[src/rtl/serial_subtractor.sv]
`default_nettype none
// ============================================================================
//  Module      : serial_subtractor
//  Description : Multi-cycle subtractor computing diff = a - b - bin over
//                WIDTH bits, DIGIT bits per clock, LSB digit first, with the
//                inter-digit borrow held in a register. A start/busy/done
//                handshake frames each operation.
//  Revision    : 1.0 - initial release
// ============================================================================
module serial_subtractor #(
    parameter int WIDTH = 8,   // operand/result width, >= 2
    parameter int DIGIT = 1    // bits per cycle, must divide WIDTH
) (
    input  logic             clk,
    input  logic             rst_n,
    input  logic             start,
    input  logic [WIDTH-1:0] a,
    input  logic [WIDTH-1:0] b,
    input  logic             bin,
    output logic             busy,
    output logic             done,
    output logic [WIDTH-1:0] diff,
    output logic             bout,
    output logic             ovf,
    output logic             zero
);

    localparam int c_N     = WIDTH / DIGIT;
    localparam int c_CNT_W = (c_N > 1) ? $clog2(c_N) : 1;
    localparam logic [c_CNT_W-1:0] c_LAST = c_CNT_W'(c_N - 1);

    typedef enum logic [0:0] {
        S_IDLE = 1'b0,
        S_RUN  = 1'b1
    } state_t;

    state_t             r_state;
    state_t             w_state_next;

    logic [WIDTH-1:0]   r_a;
    logic [WIDTH-1:0]   r_b;
    logic [WIDTH-1:0]   r_res;
    logic               r_brw;
    logic [c_CNT_W-1:0] r_cnt;
    logic               r_a_msb;
    logic               r_b_msb;

    logic               r_done;
    logic [WIDTH-1:0]   r_diff;
    logic               r_bout;
    logic               r_ovf;
    logic               r_zero;

    logic               w_accept;
    logic               w_last;
    logic [DIGIT:0]     w_dig;
    logic [WIDTH-1:0]   w_a_sh;
    logic [WIDTH-1:0]   w_b_sh;
    logic [WIDTH-1:0]   w_res_next;

    assign w_accept = (r_state == S_IDLE) && start;
    assign w_last   = (r_state == S_RUN) && (r_cnt == c_LAST);

    // One digit of subtraction; the top bit of the DIGIT+1-bit result is the borrow
    assign w_dig = {1'b0, r_a[DIGIT-1:0]} - {1'b0, r_b[DIGIT-1:0]} - {{DIGIT{1'b0}}, r_brw};

    // Operand shift and result assembly; a single-digit build has nothing left to shift
    generate
        if (DIGIT == WIDTH) begin : g_full
            assign w_a_sh     = '0;
            assign w_b_sh     = '0;
            assign w_res_next = w_dig[DIGIT-1:0];
        end else begin : g_part
            assign w_a_sh     = {{DIGIT{1'b0}}, r_a[WIDTH-1:DIGIT]};
            assign w_b_sh     = {{DIGIT{1'b0}}, r_b[WIDTH-1:DIGIT]};
            assign w_res_next = {w_dig[DIGIT-1:0], r_res[WIDTH-1:DIGIT]};
        end
    endgenerate

    // State register
    always_ff @(posedge clk) begin
        if (!rst_n) begin
            r_state <= S_IDLE;
        end else begin
            r_state <= w_state_next;
        end
    end

    // Next-state: accept only from IDLE, return to IDLE after the last digit
    always_comb begin
        w_state_next = r_state;
        case (r_state)
            S_IDLE:  if (start)  w_state_next = S_RUN;
            S_RUN:   if (w_last) w_state_next = S_IDLE;
            default: w_state_next = S_IDLE;
        endcase
    end

    // Datapath: capture on accept, one digit per RUN cycle, load results on the last digit
    always_ff @(posedge clk) begin
        if (!rst_n) begin
            r_a     <= '0;
            r_b     <= '0;
            r_res   <= '0;
            r_brw   <= 1'b0;
            r_cnt   <= '0;
            r_a_msb <= 1'b0;
            r_b_msb <= 1'b0;
            r_done  <= 1'b0;
            r_diff  <= '0;
            r_bout  <= 1'b0;
            r_ovf   <= 1'b0;
            r_zero  <= 1'b0;
        end else begin
            r_done <= 1'b0;
            if (w_accept) begin
                r_a     <= a;
                r_b     <= b;
                r_brw   <= bin;
                r_res   <= '0;
                r_cnt   <= '0;
                r_a_msb <= a[WIDTH-1];
                r_b_msb <= b[WIDTH-1];
            end else if (r_state == S_RUN) begin
                r_a   <= w_a_sh;
                r_b   <= w_b_sh;
                r_res <= w_res_next;
                r_brw <= w_dig[DIGIT];
                r_cnt <= r_cnt + 1'b1;
                if (w_last) begin
                    r_diff <= w_res_next;
                    r_bout <= w_dig[DIGIT];
                    // Overflow uses the captured operand signs, not the live inputs
                    r_ovf  <= (r_a_msb != r_b_msb) && (w_res_next[WIDTH-1] != r_a_msb);
                    r_zero <= (w_res_next == '0);
                    r_done <= 1'b1;
                end
            end
        end
    end

    assign busy = (r_state == S_RUN);
    assign done = r_done;
    assign diff = r_diff;
    assign bout = r_bout;
    assign ovf  = r_ovf;
    assign zero = r_zero;

endmodule
`default_nettype wire

[config.mk]
export PLATFORM = sky130hd
export DESIGN_NAME = serial_subtractor
export DESIGN_NICKNAME = d
export VERILOG_FILES = /design/src/rtl/serial_subtractor.sv
export SDC_FILE = /design/constraint.sdc
export NUM_CORES = 1
export LEC_CHECK = 0
export CORE_MARGIN = 4
export CORE_UTILIZATION = 37
export DETAILED_ROUTE_END_ITERATION = 6
export HOLD_SLACK_MARGIN = 0.08
export PLACE_DENSITY = 0.58
export SYNTH_ARGS = -nofsm -noshare
export SYNTH_HDL_FRONTEND = slang
export SYNTH_SLANG_ARGS = --single-unit
export TNS_END_PERCENT = 20
[constraint.sdc]
create_clock -name clk -period 1.9 [get_ports clk]
set_input_delay 0.38 -clock clk [delete_from_list [all_inputs] [get_ports clk]]
set_output_delay 0.38 -clock clk [all_outputs]
set_load 0.02 [all_outputs]
==> key figures <==
Global routing
  • Wire length of the first global-routing pass: slightly below 6000 um
  • Initial antenna violation count: 0
  • GRT Overall Usage: around an eighth
  • Total congestion overflow: 0
  • Number of global-route vias before repair: roughly 1,300
  • Pin count of the biggest net entering global routing: 49

Floorplan
  • Die outline width: between 70 and 80 um
  • I/O pin count: 33
  • Area of the core region: 4720 um2
  • Effective utilization at floorplan: between 30% and 40%
  • Placement Rows: 25
  • Overall die area: between 6000 and 7000 um2
  • Die height: 77.7 um

Clock tree
  • Gates resized, CTS repair: 0
  • CTS Sinks: 42
  • H-tree levels: 2
  • Hold-fix buffer count after cts: 0
  • Number of buffers added by the clock tree synthesis step: 5
  • Number of buffers on the longest clock path: 2
  • Clock tree from TritonCTS: built
  • Clock latency on the worst-skew pair: around 290 ps
  • # Post-CTS Setup Buffers: 0
  • Buffer type at the clock tree root: sky130_fd_sc_hd__clkbuf_8
  • Post-CTS clock slew at the launch and capture registers of the worst setup and hold paths: about 80 ps

Cells and area
  • Antenna Diode Count: 0
  • Finished Core Util: between 40% and 50%
  • Synthesis-to-layout area growth: 27.5%
  • Non-filler instance count after layout: 291
  • Fin nets: approximately 250
  • Area of the multi-input gates: 866 um2
  • Area taken by flip-flops and latches: between 800 and 900 um2
  • Fraction of final layout cells with drive strength greater than 1: 6.70%
  • Final-layout fill cell count: ~470
  • Final Cell Area: approximately 2300 um2

Synth
  • Total of flip-flops plus latches after synthesis: 42
  • Share of the synthesized area in the top cell type: 46.8%
  • Synth top area cells: sky130_fd_sc_hd__dfxtp_1 (47%), sky130_fd_sc_hd__mux2i_1 (14%), sky130_fd_sc_hd__nand2_1 (7.9%), sky130_fd_sc_hd__and2_1 (5.6%), sky130_fd_sc_hd__a21boi_1 (4.6%)
  • Synth Area in Compound Gates: 10.7%
  • Simple-gate share of the synthesized area: 20.6%
  • Synth warnings: 0
  • Fraction of the mapped netlist area in adder cells: 2.51%
  • Async set-or-reset flop fraction in the synthesized netlist: 0%
  • Seq/Total Area, Yosys: between 40% and 50%
  • EDFF count, synth: 0
  • Largest family of logic cells by synthesized area: simple AND/OR/NAND/NOR gates
  • Total nets after synthesis: 214
  • Parity-gate share of the synthesized area counting xor and xnor cells: less than 1%
  • Number of distinct library cell variants in the gate-level netlist after synthesis: 30
  • Top flip-flop cell by instance count after synthesis: sky130_fd_sc_hd__dfxtp_1
  • Post-synthesis mux area share: 13.9%
  • Cell taking the most area after synthesis: sky130_fd_sc_hd__dfxtp_1
  • Post-Synthesis Mean Instance Area: 9.40 um2
  • Synthesized netlist cell count: 191
  • Cell area after technology mapping: 1800 um2

Power
  • Peak supply drop: ~0.34 mV
  • Power per Cell Area: between 800 and 900 nW/um2
  • Static Leak: between 0.8 and 0.9 nW

STA
  • Transition time at the pin with the least slew margin: 420 ps
  • Final clock skew: 5.41 ps
  • Setup TNS: 0 ps
  • Hold WS: ~450 ps
  • Fin. Hold Viols: 0
  • Max transition margin: 72.0%
  • Final number of max-transition violations: 0
  • FMAX: 0.600 GHz
  • Total setup violations reported at the end of the flow: 0
  • Final worst path period share: 87.7%
  • Unrepaired setup endpoints after global routing: false
  • Post-route minimum period: between 1500 and 2000 ps

Run
  • Max-Cap Viols: 0

Critical path
  • Setup slack on the worst flop-to-flop path: 330 ps
  • Reg-to-reg endpoint: ovf
  • Worst reg2reg startpoint: r_a[0]
  • Worst Setup End Kind: output port
  • Critical-path cell list: clkdlybuf4s50_1
  • Launching element of the worst setup path: busy
  • Required @ worst endpoint: 1520 ps
  • Combined buffer and inverter count along the critical path: 1
  • Crit path launch type: flip-flop
  • Largest delay contributor family on the critical path: buffers and inverters
  • Crit path max-delay cell type: sky130_fd_sc_hd__clkdlybuf4s50_1
  • Stage delay of the slowest cell on the critical path: between 600 and 700 ps
  • Type of the setup path with the least slack: flip-flop to output port
  • Crit path DAT: around 1300 ps
  • R2R cell count: 4
  • Critical Path Fanout Max: 2

Worst hold path
  • WHS Path Cells: 2
  • Kind of path behind the tightest hold check: flip-flop to flip-flop
  • Hold EP: diff[5]
  • Min-delay src: diff[5]

Outcome
  • Status: finished clean

Detailed routing
  • Via total after detailed routing: ~1,300
  • Vias per Instance: approximately 4.5
  • Residual DRC count: 0
  • Final WL: 3380 um
  • WL/cell: between 10 and 15 um
  • Detailed Routing Iterations Pass 1: 4
  • Antenna-violating nets left: 0
  • First-iteration detailed-routing DRC count: 73

Placed design
  • Placed Area: about 2200 um2
  • Final RePlAce weighted congestion: 0.693
  • Post-placement cell count: about 280
  • Buffers on Ports: 32
  • Hpwl dp: 2350 um
cell usage in the layout, fill, tap and decap left out, drive strengths merged, types with 2 or more instances in the layout:
master         synthesis  final
dfxtp                 42     42
nand2                 39     39
clkdlybuf4s50          0     32
mux2i                 25     25
and2                  16     16
o21ai                 16     16
nor2                  12     12
a21boi                11     11
clkbuf                 2      6
buf                    9      5
nand2b                 3      3
nand3                  2      2
ha                     2      2
worst max-delay path by stage:
stage | end | slack (ps) | cells past startpoint
6_report | busy | 230 | 1
5_1_grt | busy | 200 | 1
4_1_cts | busy | 220 | 1
3_5_place_dp | r_a[1] | 260 | 5
3_3_place_gp | r_a[0] | 280 | 5
2_1_floorplan | ovf | 440 | 4
kinds of logic after synthesis:
logic type               after synthesis
XOR/XNOR                               1
flip-flops                            42
multiplexers                          25
AND/OR/NAND/NOR                       78
AO/OA/AOI/OAI                         30
adder cells (fa/ha/maj)                3
buffers and inverters                 12
state kept, by name (all words and copies together), names as in the netlist, 3 cells and up:
signal and cells:
r_b 8, r_res 7, r_cnt 3, r_a 8, diff 8
report_power, final:
group / internal, mW / switching [mW] / total (mW) / leakage [nW]
clock network: 0.420 / 0.290 / 0.710 / 0.0573
logic: 0.120 / 0.0997 / 0.220 / 0.497
registers: 0.912 / 0.0183 / 0.930 / 0.342
layer usage:
layer  vias up  GRT usage (%)  part of all wire [%]
li1        700              -                     -
met1       593           16.4                    53
met2        22           17.7                    41
met3         6           3.83                   3.6
met4         0           5.87                   2.3
met5         -              0                     0
layout make-up:
cell class | count | area share (%)
clock buffers | 6 | 3.61
clock inverters | 1 | 1.31
inverters | 1 | 0.164
multi-input cells | 137 | 37.8
flip-flops and latches | 42 | 36.7
well taps | 67 | 3.66
repair buffers | 37 | 16.7
per-stage QoR:
step | power, mW | setup WS (ps)
detailed placement | 1.17 | 264
CTS | 1.89 | 215
finish | 1.86 | 234
floorplan | 1.10 | 441
global placement | 1.17 | 282
global route | 1.95 | 196
worst register-to-register path: stages, from the launching register on:
cell                      delay, ps
sky130_fd_sc_hd__dfxtp_1        330
sky130_fd_sc_hd__inv_1           60
sky130_fd_sc_hd__fa_1           570
sky130_fd_sc_hd__or3b_1         380
sky130_fd_sc_hd__a31oi_1        160
cells in the mapped netlist (2+ instances only):
cell type	instances
sky130_fd_sc_hd__clkbuf_1	2
sky130_fd_sc_hd__buf_4	2
sky130_fd_sc_hd__nand2_1	38
sky130_fd_sc_hd__and2_1	16
sky130_fd_sc_hd__buf_6	2
sky130_fd_sc_hd__mux2i_1	25
sky130_fd_sc_hd__ha_1	2
sky130_fd_sc_hd__nor2_1	12
sky130_fd_sc_hd__o21ai_1	15
sky130_fd_sc_hd__nand2b_1	2
sky130_fd_sc_hd__dfxtp_1	42
sky130_fd_sc_hd__a21boi_1	11
sky130_fd_sc_hd__nand3_1	2
sky130_fd_sc_hd__buf_2	4
(Power assumes the default switching activity.)
